--- src/rtl/integer_result_buffer_if.sv ---
// Bus between the ALU/commit stages and integer_result_buffer.
// The master drives ALU results and the consumer acknowledge; the slave returns the head entry and stall.
interface integer_result_buffer_if #(
    parameter int unsigned XLEN = 32
);
    logic            flush_i;
    logic [XLEN-1:0] result_i;
    logic [4:0]      reg_dest_i;
    logic            is_branch_i;
    logic            branch_taken_i;
    logic            data_valid_i;
    logic            read_i;
    logic [XLEN-1:0] result_o;
    logic [4:0]      reg_dest_o;
    logic            is_branch_o;
    logic            branch_taken_o;
    logic            data_valid_o;
    logic            stall_o;

    modport master (
        output flush_i, result_i, reg_dest_i, is_branch_i, branch_taken_i, data_valid_i, read_i,
        input  result_o, reg_dest_o, is_branch_o, branch_taken_o, data_valid_o, stall_o
    );

    modport slave (
        input  flush_i, result_i, reg_dest_i, is_branch_i, branch_taken_i, data_valid_i, read_i,
        output result_o, reg_dest_o, is_branch_o, branch_taken_o, data_valid_o, stall_o
    );
endinterface

--- src/rtl/integer_result_buffer.sv ---
// Circular FIFO holding ALU results until writeback acknowledges them.
// Optional same-cycle bypass of an empty buffer is enabled with `define INT_RESULT_BYPASS_EN.
module integer_result_buffer #(
    parameter int unsigned DEPTH = 4,
    parameter int unsigned XLEN  = 32
) (
    input logic                   clk_i,
    input logic                   rst_i,
    integer_result_buffer_if.slave bus
);
    localparam int unsigned PTR_W  = $clog2(DEPTH);
    localparam int unsigned CNT_W  = PTR_W + 1;
    localparam int unsigned DEST_W = 5;

    typedef struct packed {
        logic [XLEN-1:0]   result;
        logic [DEST_W-1:0] reg_dest;
        logic              is_branch;
        logic              branch_taken;
    } entry_t;

    entry_t            mem [DEPTH];
    logic [PTR_W-1:0]  wr_ptr;
    logic [PTR_W-1:0]  rd_ptr;
    logic [CNT_W-1:0]  count;
    logic              full;
    logic              empty;
    logic              pop;
    logic              push;
    entry_t            in_entry;
    entry_t            head;

    assign full     = (count == CNT_W'(DEPTH));
    assign empty    = (count == '0);
    assign head     = mem[rd_ptr];
    assign in_entry = '{result:       bus.result_i,
                        reg_dest:     bus.reg_dest_i,
                        is_branch:    bus.is_branch_i,
                        branch_taken: bus.branch_taken_i};

    // A pop only ever takes a stored entry; a bypassed result never touches the pointers.
    assign pop = bus.read_i && !empty;

`ifdef INT_RESULT_BYPASS_EN
    logic bypass_consume;
    assign bypass_consume = empty && bus.data_valid_i && bus.read_i;
    assign push = bus.data_valid_i && (!full || pop) && !bypass_consume;
`else
    assign push = bus.data_valid_i && (!full || pop);
`endif

    // Pointer and occupancy tracking; flush outranks push and pop.
    always_ff @(posedge clk_i or posedge rst_i) begin
        if (rst_i) begin
            wr_ptr <= '0;
            rd_ptr <= '0;
            count  <= '0;
        end else if (bus.flush_i) begin
            wr_ptr <= '0;
            rd_ptr <= '0;
            count  <= '0;
        end else begin
            if (push) wr_ptr <= wr_ptr + PTR_W'(1);
            if (pop)  rd_ptr <= rd_ptr + PTR_W'(1);
            if (push && !pop)      count <= count + CNT_W'(1);
            else if (pop && !push) count <= count - CNT_W'(1);
        end
    end

    // Entry storage is not reset; occupancy alone decides what is visible.
    always_ff @(posedge clk_i) begin
        if (push && !bus.flush_i) mem[wr_ptr] <= in_entry;
    end

    always_comb begin
        bus.result_o       = '0;
        bus.reg_dest_o     = '0;
        bus.is_branch_o    = 1'b0;
        bus.branch_taken_o = 1'b0;
        bus.data_valid_o   = 1'b0;
        if (!empty) begin
            bus.result_o       = head.result;
            bus.reg_dest_o     = head.reg_dest;
            bus.is_branch_o    = head.is_branch;
            bus.branch_taken_o = head.branch_taken;
            bus.data_valid_o   = 1'b1;
        end
`ifdef INT_RESULT_BYPASS_EN
        else if (bus.data_valid_i) begin
            bus.result_o       = in_entry.result;
            bus.reg_dest_o     = in_entry.reg_dest;
            bus.is_branch_o    = in_entry.is_branch;
            bus.branch_taken_o = in_entry.branch_taken;
            bus.data_valid_o   = 1'b1;
        end
`endif
    end

    assign bus.stall_o = full;
endmodule

--- src/flat_wrapper.sv ---
// flat-port wrapper written by rule: the top's interface ports become plain ports
module integer_result_buffer_flat 
#(
    parameter int unsigned DEPTH = 4,
    parameter int unsigned XLEN  = 32
)
  (clk_i, rst_i, bus_flush_i, bus_result_i, bus_reg_dest_i, bus_is_branch_i, bus_branch_taken_i, bus_data_valid_i, bus_read_i, bus_result_o, bus_reg_dest_o, bus_is_branch_o, bus_branch_taken_o, bus_data_valid_o, bus_stall_o);
  integer_result_buffer_if #(.XLEN(XLEN)) bus_i ();
  input logic clk_i;
  input logic rst_i;
  input wire logic [$bits(bus_i.flush_i)-1:0] bus_flush_i;
  input wire logic [$bits(bus_i.result_i)-1:0] bus_result_i;
  input wire logic [$bits(bus_i.reg_dest_i)-1:0] bus_reg_dest_i;
  input wire logic [$bits(bus_i.is_branch_i)-1:0] bus_is_branch_i;
  input wire logic [$bits(bus_i.branch_taken_i)-1:0] bus_branch_taken_i;
  input wire logic [$bits(bus_i.data_valid_i)-1:0] bus_data_valid_i;
  input wire logic [$bits(bus_i.read_i)-1:0] bus_read_i;
  output wire logic [$bits(bus_i.result_o)-1:0] bus_result_o;
  output wire logic [$bits(bus_i.reg_dest_o)-1:0] bus_reg_dest_o;
  output wire logic [$bits(bus_i.is_branch_o)-1:0] bus_is_branch_o;
  output wire logic [$bits(bus_i.branch_taken_o)-1:0] bus_branch_taken_o;
  output wire logic [$bits(bus_i.data_valid_o)-1:0] bus_data_valid_o;
  output wire logic [$bits(bus_i.stall_o)-1:0] bus_stall_o;
  assign bus_i.flush_i = bus_flush_i;
  assign bus_i.result_i = bus_result_i;
  assign bus_i.reg_dest_i = bus_reg_dest_i;
  assign bus_i.is_branch_i = bus_is_branch_i;
  assign bus_i.branch_taken_i = bus_branch_taken_i;
  assign bus_i.data_valid_i = bus_data_valid_i;
  assign bus_i.read_i = bus_read_i;
  assign bus_result_o = bus_i.result_o;
  assign bus_reg_dest_o = bus_i.reg_dest_o;
  assign bus_is_branch_o = bus_i.is_branch_o;
  assign bus_branch_taken_o = bus_i.branch_taken_o;
  assign bus_data_valid_o = bus_i.data_valid_o;
  assign bus_stall_o = bus_i.stall_o;
  integer_result_buffer #(.DEPTH(DEPTH), .XLEN(XLEN)) u_core (.clk_i(clk_i), .rst_i(rst_i), .bus(bus_i));
endmodule
--- config.mk ---
export PLATFORM = sky130hd
export DESIGN_NAME = integer_result_buffer_flat
export DESIGN_NICKNAME = d
export VERILOG_FILES = /design/src/rtl/integer_result_buffer_if.sv /design/src/rtl/integer_result_buffer.sv /design/src/flat_wrapper.sv
export SDC_FILE = /design/constraint.sdc
export NUM_CORES = 1
export LEC_CHECK = 0
export CAP_MARGIN = 25
export CORE_ASPECT_RATIO = 1.4
export CORE_MARGIN = 2
export CORE_UTILIZATION = 59
export CTS_BUF_LIST = sky130_fd_sc_hd__clkbuf_16
export DETAILED_ROUTE_END_ITERATION = 7
export PLACE_DENSITY = 0.92
export SETUP_SLACK_MARGIN = 0.5
export SYNTH_ARGS = -nofsm -noshare
export SYNTH_HDL_FRONTEND = slang
export SYNTH_SLANG_ARGS = --single-unit
--- constraint.sdc ---
create_clock -name clk_i -period 8.4 [get_ports clk_i]
set_input_delay 1.68 -clock clk_i [delete_from_list [all_inputs] [get_ports clk_i]]
set_output_delay 1.68 -clock clk_i [all_outputs]
set_load 0.1 [all_outputs]
# After elaboration in Yosys (flattened, before gate mapping)

Memories as Yosys holds them, arrays and structs flattened.
Index checks and enable logic that the tools add are counted.

Register bits: 7
Bits in read-only memories: 0
Output and inout bits: 41
Bits in latches: 0
Input port bits: 44
Memories: 1
Memory bits (writable): 156
Word-level logic and storage cells: 38

Shift operators: 0
Reduce and logical (&&, ||, !) cells: 15
Div/mod/pow operators: 0
Multiply operators: 0
$lt $le $gt $ge: 0
Muxes and demuxes: 14
Bitwise logic cells: 0
Equality and inequality tests: 1
Add/sub/neg operators: 4

Memories:

| name       | depth | bits a word | rd ports | clocked after Yosys merged registers in | write ports | RTL line                    | text |
|---|---|---|---|---|---|---|---|
| u_core.mem | 4     | 39          | 1        | 0                                       | 1           | integer_result_buffer.sv:22 | `entry_t mem [DEPTH];` |

Operators by type and width:

| cell                  | number |
|---|---|
| $mux W32              | 1 |
| $mux W3               | 3 |
| $mux W2               | 4 |
| $logic_and A1 B1 Y1   | 5 |
| $logic_not A1 Y1      | 5 |
| $mux W1               | 5 |
| $mux W5               | 1 |
| $add A2 B1 Y2 const B | 2 |
| $reduce_bool A2 Y1    | 2 |
| $add A3 B1 Y3 const B | 1 |
| $eq A3 B3 Y1 const B  | 1 |
| $logic_not A3 Y1      | 1 |
| $reduce_bool A3 Y1    | 1 |
| $sub A3 B1 Y3 const B | 1 |
| $logic_or A1 B1 Y1    | 1 |

# Longest topological paths before layout

Gate-level depths: netlist (run 1).

Word-level depth: 10
Gate-level depth with buffers: 7
Depth with buffers taken out: 6

# Least setup slack after synthesis (run 1)

No wires, ideal clock.

Kind: in2reg
From: input port bus_read_i
To: memory u_core.mem[0][0] (netlist bit), enable pin
Data arrival time: 4965 ps
Required time: 7908 ps
Stages: 3
Setup slack: 2943 ps
Setup time: 492 ps
Buffers on the path: 1
Path through: buf_2 -> o21ai_0 -> nor3b_1

Cells in the longest elaborated chain, start to end: 6

RTL lines:

| item                          | RTL line                    | text |
|---|---|---|
| start, declared               | flat_wrapper.sv:17          | `input wire logic [$bits(bus_i.read_i)-1:0] bus_read_i;` |
| $logic_and A1 B1 Y1           | integer_result_buffer.sv:42 | `assign pop = bus.read_i && !empty;` |
| $logic_or A1 B1 Y1            | integer_result_buffer.sv:49 | `assign push = bus.data_valid_i && (!full \|\| pop);` |
| $logic_and A1 B1 Y1           | integer_result_buffer.sv:49 |  |
| $logic_and A1 B1 Y1           | integer_result_buffer.sv:72 | `if (push && !bus.flush_i) mem[wr_ptr] <= in_entry;` |
| $mux W1                       | integer_result_buffer.sv:72 |  |
| $mux W1 (not written as such) | integer_result_buffer.sv:72 |  |
| end, declared                 | integer_result_buffer.sv:22 |  |

No other way between the ends.

# Final worst setup path (run 1)

From: register u_core.rd_ptr[0]
To: output port bus_result_o[18]

Cells in the longest elaborated chain, start to end: 2

RTL lines:

| item                   | RTL line                    | text |
|---|---|---|
| start, declared        | integer_result_buffer.sv:24 | `logic [PTR_W-1:0] rd_ptr;` |
| start signal, assigned | integer_result_buffer.sv:64 | `if (pop) rd_ptr <= rd_ptr + PTR_W'(1);` |
| $mem_v2 Z4 W39         | --                          |  |
| $mux W32               | integer_result_buffer.sv:81 | `if (!empty) begin` |
| end, declared          | flat_wrapper.sv:18          | `output wire logic [$bits(bus_i.result_o)-1:0] bus_result_o;` |

No other way between the ends.

==> results.ini, run 1 <==
[status]
status = completed

[clock_network]
cts.htree.levels = 4
cts_resized = 0
ctsHoldBuffers = 0
clkTransAtPathRegs_ps = 60
clkLatencyLatePin_ps = 420
clockBufferDepth = 2
cts_setup_buffers = 0
cts_tree = built
cts.sinks = 163
cts_root_buffer = clkbuf_16
cts_made_buffers = 17

[logic_synthesis]
synthTopCellsByArea = edfxtp_1, mux4_2, nor2b_1
synth_common_cells = edfxtp_1, nor2b_1, mux4_2
synth_area_um2 = 6460
ys_ff_latch = 163
syn-num-nets = 361
synthArstFlopShare = 0.0429
synth_top_cell_area_share = 0.725
ys_seq_area_frac = 0.752
yosysMostFrequentCell = edfxtp_1
yosys_warnings = 0
synth.distinct_cells = 32
synth_edf_count = 156
syn_inst = 312
yosysTopAreaCell = edfxtp_1
synthFlopType = edfxtp_1
avgSynthCellArea_um2 = 20.7

[detailed_routing]
routed_via_density = 5.74
ant_nets = 0
wirelength_mm = 11.7
drc_errors = 0
first_iter_violations = 258
wl_per_cell_um = 21.0
vias = 3201
dr.pass1.iters = 4

[place]
placed_cells = 525
place_congestion = 0.817
dpl.hpwl_mm = 6.64
portBuffers = 84
dpl_cell_area_um2 = 7460

[cells_and_area]
nNetsFinal = 452
area_growth_pct = 24.6
drive_gt1_frac = 0.204
fin_cells = 558
final_area_um2 = 8060

[die]
num_io_pins = 85
fp-row-count = 45
die_y_um = 128
dieArea_um2 = 11800
initial_core_util = 0.601
die_w_um = 92.5
core_area_um2 = 10800

[sta]
holdWs_ps = 607
tightest_slew_ps = 1020
rsz0062_at_grt = no
fin_tns_setup_ps = 0
slew_violations = 0
fmax_ghz = 0.194
finClkSkew_ps = 9.32
max_slew_margin = 0.315
timing_hold_violations_final = 0
finalCritPeriodShare = 0.614
finalSetupViolCount = 0
layout_min_cycle_time_ps = 5160

[setup_path]
cp-end-kind = output pin
cp.buffers_inverters = 2
r2r-end = u_core.count[2]
r2r_slack_ps = 6110
start_kind = flop
crit_arrival_ps = 3480
worstPathRequired_ps = 6720
r2r_cells = 6
critPathKind = flop to output pin
critPathTopFamily = buffers and inverters
crit_chain = buf_4, mux4_2, nor2b_1, clkdlybuf4s50_1
cp.depth = 4
r2r-start = u_core.count[2]
critPathMaxFanout = 27
critPathMaxStageDelay_ps = 1020
crit_slowest_cell = clkdlybuf4s50_1

[global_route]
grt_pass1_wl_mm = 18.2
antenna_found_initial = 1
grt_overflow = 0
grtUsageTotal = 0.215
grt_max_degree = 41
grt_pass1_vias = 3501

[hold_path]
min_from = u_core.wr_ptr[1]
hold-path-cell-count = 2
min_to = u_core.wr_ptr[1]
hold_class = flop to flop

[job]
cap_violations = 0

-- worst max-delay path by stage --
stage,startpoint,end,slack [ps]
after floorplan,bus_read_i,u_core.mem[0][0],2940
after global placement,u_core.rd_ptr[0],bus_result_o[20],3700
after detailed placement,u_core.rd_ptr[0],bus_result_o[18],3630
after CTS,u_core.rd_ptr[0],bus_result_o[18],3160
after global routing,u_core.rd_ptr[0],bus_result_o[18],3080
final,u_core.rd_ptr[0],bus_result_o[18],3240
-- layout by cell type, fill, tap and decap left out, types with 3 or more instances in the layout --
cell type and n:
mux4_2 39, buf_4 6, ha_1 4, dfrtp_1 5, clkinv_4 4, clkbuf_16 17
edfxtp_1 156, nor3b_2 4, nor2_1 10, clkdlybuf4s50_1 84, nand2b_1 4, bufinv_16 3
nor2b_1 40, inv_1 10
-- layer usage --
metal / share of wire / up-vias / GRT usage
li1: - / 1425 / -
met1: 0.38 / 1662 / 0.248
met2: 0.55 / 91 / 0.365
met3: 0.042 / 23 / 0.0600
met4: 0.027 / 0 / 0.112
met5: 0 / - / 0
-- metrics by stage --
stage / utilization / setup WS [ps]
after detailed placement: 0.694 / 3630
after global placement: 0.694 / 3700
final: 0.749 / 3240
after CTS: 0.749 / 3160
after floorplan: - / 2940
after global routing: 0.749 / 3080
-- flip-flops by register name (all words and copies together) (netlist names) --
name	count
u_core.rd_ptr	2
u_core.count	3
u_core.mem	156
u_core.wr_ptr	2
-- cells by family after synthesis --
family	count (synthesis)	share of synthesized area
flip-flops	163	0.752
AND/OR/NAND/NOR	63	0.0588
multiplexers	44	0.145
buffers and inverters	25	0.0190
AO/OA/AOI/OAI	9	0.0108
adder cells (fa/ha/maj)	5	0.0108
XOR/XNOR	3	0.00406
-- cell type report --
type                       count  area (µm²)
antenna                        1        2.50
clock buffer                  17         425
clock inverter                15         169
fill                         596        2700
inverter                       7        26.3
multi-input combinational    124        1510
sequential                   163        4860
tap                          141         176
timing repair buffer          90         886
-- worst reg2reg max path, stage by stage, from the launching register on --
cell	delay, ps
dfrtp_1	520
or3b_4	460
and3_1	220
fa_1	410
nor4b_1	320
a31oi_1	80
a31oi_1	200
Power of run 1 is left out: the tool's default activity adds up to more than one toggle a clock period on the data nets, which glitch-free logic cannot reach.
==> inputs of run 2 (changes only) <==
--- a/config.mk
+++ b/config.mk
@@ -8,10 +8,10 @@
 export CAP_MARGIN = 25
 export CORE_ASPECT_RATIO = 1.4
 export CORE_MARGIN = 2
-export CORE_UTILIZATION = 59
+export CORE_UTILIZATION = 55
 export CTS_BUF_LIST = sky130_fd_sc_hd__clkbuf_16
 export DETAILED_ROUTE_END_ITERATION = 7
-export PLACE_DENSITY = 0.92
+export PLACE_DENSITY = 0.87
 export SETUP_SLACK_MARGIN = 0.5
 export SYNTH_ARGS = -nofsm -noshare
 export SYNTH_HDL_FRONTEND = slang
==> constraint.sdc (replaced) <==
create_clock -name clk_i -period 5.4 [get_ports clk_i]
set_input_delay 1.08 -clock clk_i [delete_from_list [all_inputs] [get_ports clk_i]]
set_output_delay 1.08 -clock clk_i [all_outputs]
set_load 0.1 [all_outputs]
==> run 2 against run 1 <==
Core utilization fell by 3.7 points. Critical path depth did not move. Via count fell by 0.37%. Die area rose by 7.0%. Highest routed layer unchanged. Critical endpoint is now bus_result_o[24]. Largest cell class unchanged.
==> results.ini, run 2 (synthesis gave the netlist of run 1 again) <==
[global_route]
antenna_found_initial = 0
grt_pass1_vias = 3377
grtUsageTotal = 0.205
grt_overflow = 0
grt_pass1_wl_mm = 18.6
grt_max_degree = 41

[place]
place_congestion = 0.715
dpl.hpwl_mm = 6.83
dp_slack_ps = 1440
portBuffers = 84

[clock_network]
cts_resized = 0
cts.htree.levels = 4
clkTransAtPathRegs_ps = 60
cts_tree = built
cts_made_buffers = 17
cts.sinks = 163
cts_setup_buffers = 0
clockBufferDepth = 2
cts_root_buffer = clkbuf_16
clkLatencyLatePin_ps = 410
ctsHoldBuffers = 0

[cells_and_area]
mostFrequentLayoutCell = edfxtp_1
drive_gt1_frac = 0.200
final-seq-area_um2 = 4860
top_regs = u_core.mem x156, u_core.count x3
final_util = 0.712
n_antenna_cell = 0
regMostFlops = u_core.mem
layout_common_cells = edfxtp_1, clkdlybuf4s50_1, nor2b_1, mux4_2, clkbuf_16
nFillCells = 682
multiInputGateArea_um2 = 1510
largest_reg_flops = 156
nNetsFinal = 452
area_growth_pct = 25.5

[setup_path]
crit_chain = buf_12, mux4_2, nor2b_1, clkdlybuf4s50_1
critPathMaxFanout = 22
critPathMaxStageDelay_ps = 1020
r2r-end = u_core.mem[3][28]
cp.buffers_inverters = 2
r2r_cells = 4
crit_slowest_cell = clkdlybuf4s50_1
crit_arrival_ps = 3290
r2r-start = u_core.count[2]
r2r_slack_ps = 3020
critPathTopFamily = buffers and inverters
critPathKind = flop to output pin
worstPathRequired_ps = 4320
start_kind = flop
cp-end-kind = output pin

[sta]
slew_violations = 0
finalCritPeriodShare = 0.810
fin_ws_ps = 1030
tightest_slew_ps = 1010
finalSetupViolCount = 0
fmax_ghz = 0.229
finClkSkew_ps = 6.11
max_slew_margin = 0.323
fin_tns_setup_ps = 0
layout_min_cycle_time_ps = 4370
rsz0062_at_grt = no
timing_hold_violations_final = 0
holdWs_ps = 608

[detailed_routing]
routed_via_density = 5.72
dr.pass1.iters = 4
drc_errors = 0
first_iter_violations = 271
wirelength_mm = 12.2
wl_per_cell_um = 21.9
ant_nets = 0
vias = 3189

[die]
num_io_pins = 85
die_y_um = 132
initial_core_util = 0.567
core_area_um2 = 11400
die_w_um = 95.6
fp-row-count = 46
dieArea_um2 = 12600

[hold_path]
min_from = u_core.wr_ptr[1]
min_to = u_core.wr_ptr[1]
hold_class = flop to flop
hold-path-cell-count = 2

[job]
cap_violations = 0

[status]
status = completed

[run 2: worst max path at each step]
| stage | from | to | slack [ps] | depth (start not counted) |
|---|---|---|---|---|
| floorplan | bus_read_i | u_core.mem[0][0] | 540 | 3 |
| global placement | u_core.rd_ptr[0] | bus_result_o[22] | 1450 | 4 |
| detailed placement | u_core.rd_ptr[0] | bus_result_o[22] | 1440 | 4 |
| CTS | u_core.rd_ptr[0] | bus_result_o[24] | 950 | 4 |
| global route | u_core.rd_ptr[0] | bus_result_o[24] | 870 | 4 |
| finish | u_core.rd_ptr[0] | bus_result_o[24] | 1030 | 4 |
[run 2: per-stage QoR]
stage               cell area (µm²)  std cells
floorplan                      6460        312
detailed placement             7470        528
global placement               7470        528
global route                   8120        558
finish                         8120        558
CTS                            8120        558
[run 2: per-layer routing]
layer | vias up | track usage | share of wire
li1 | 1418 | - | -
met3 | 21 | 0.0503 | 0.042
met5 | - | 0 | 0
met1 | 1647 | 0.260 | 0.39
met2 | 103 | 0.340 | 0.55
met4 | 0 | 0.0794 | 0.023
[run 2: area by class of cell]
| class | instances | share of cell area |
|---|---|---|
| Clock buffer | 17 | 0.0524 |
| Clock inverter | 13 | 0.0267 |
| Inverter | 7 | 0.00324 |
| Multi-Input combinational cell | 124 | 0.186 |
| Sequential cell | 163 | 0.599 |
| Tap cell | 144 | 0.0222 |
| Timing Repair Buffer | 90 | 0.111 |
[run 2: tightest hold or removal path, delay by kind of cell (launching register included)]
| kind | cells | cell delay, ps |
|---|---|---|
| AND/OR/NAND/NOR | 1 | 80 |
| flip-flops | 1 | 420 |
| multiplexers | 1 | 60 |
Power of run 2 is left out for the same reason.
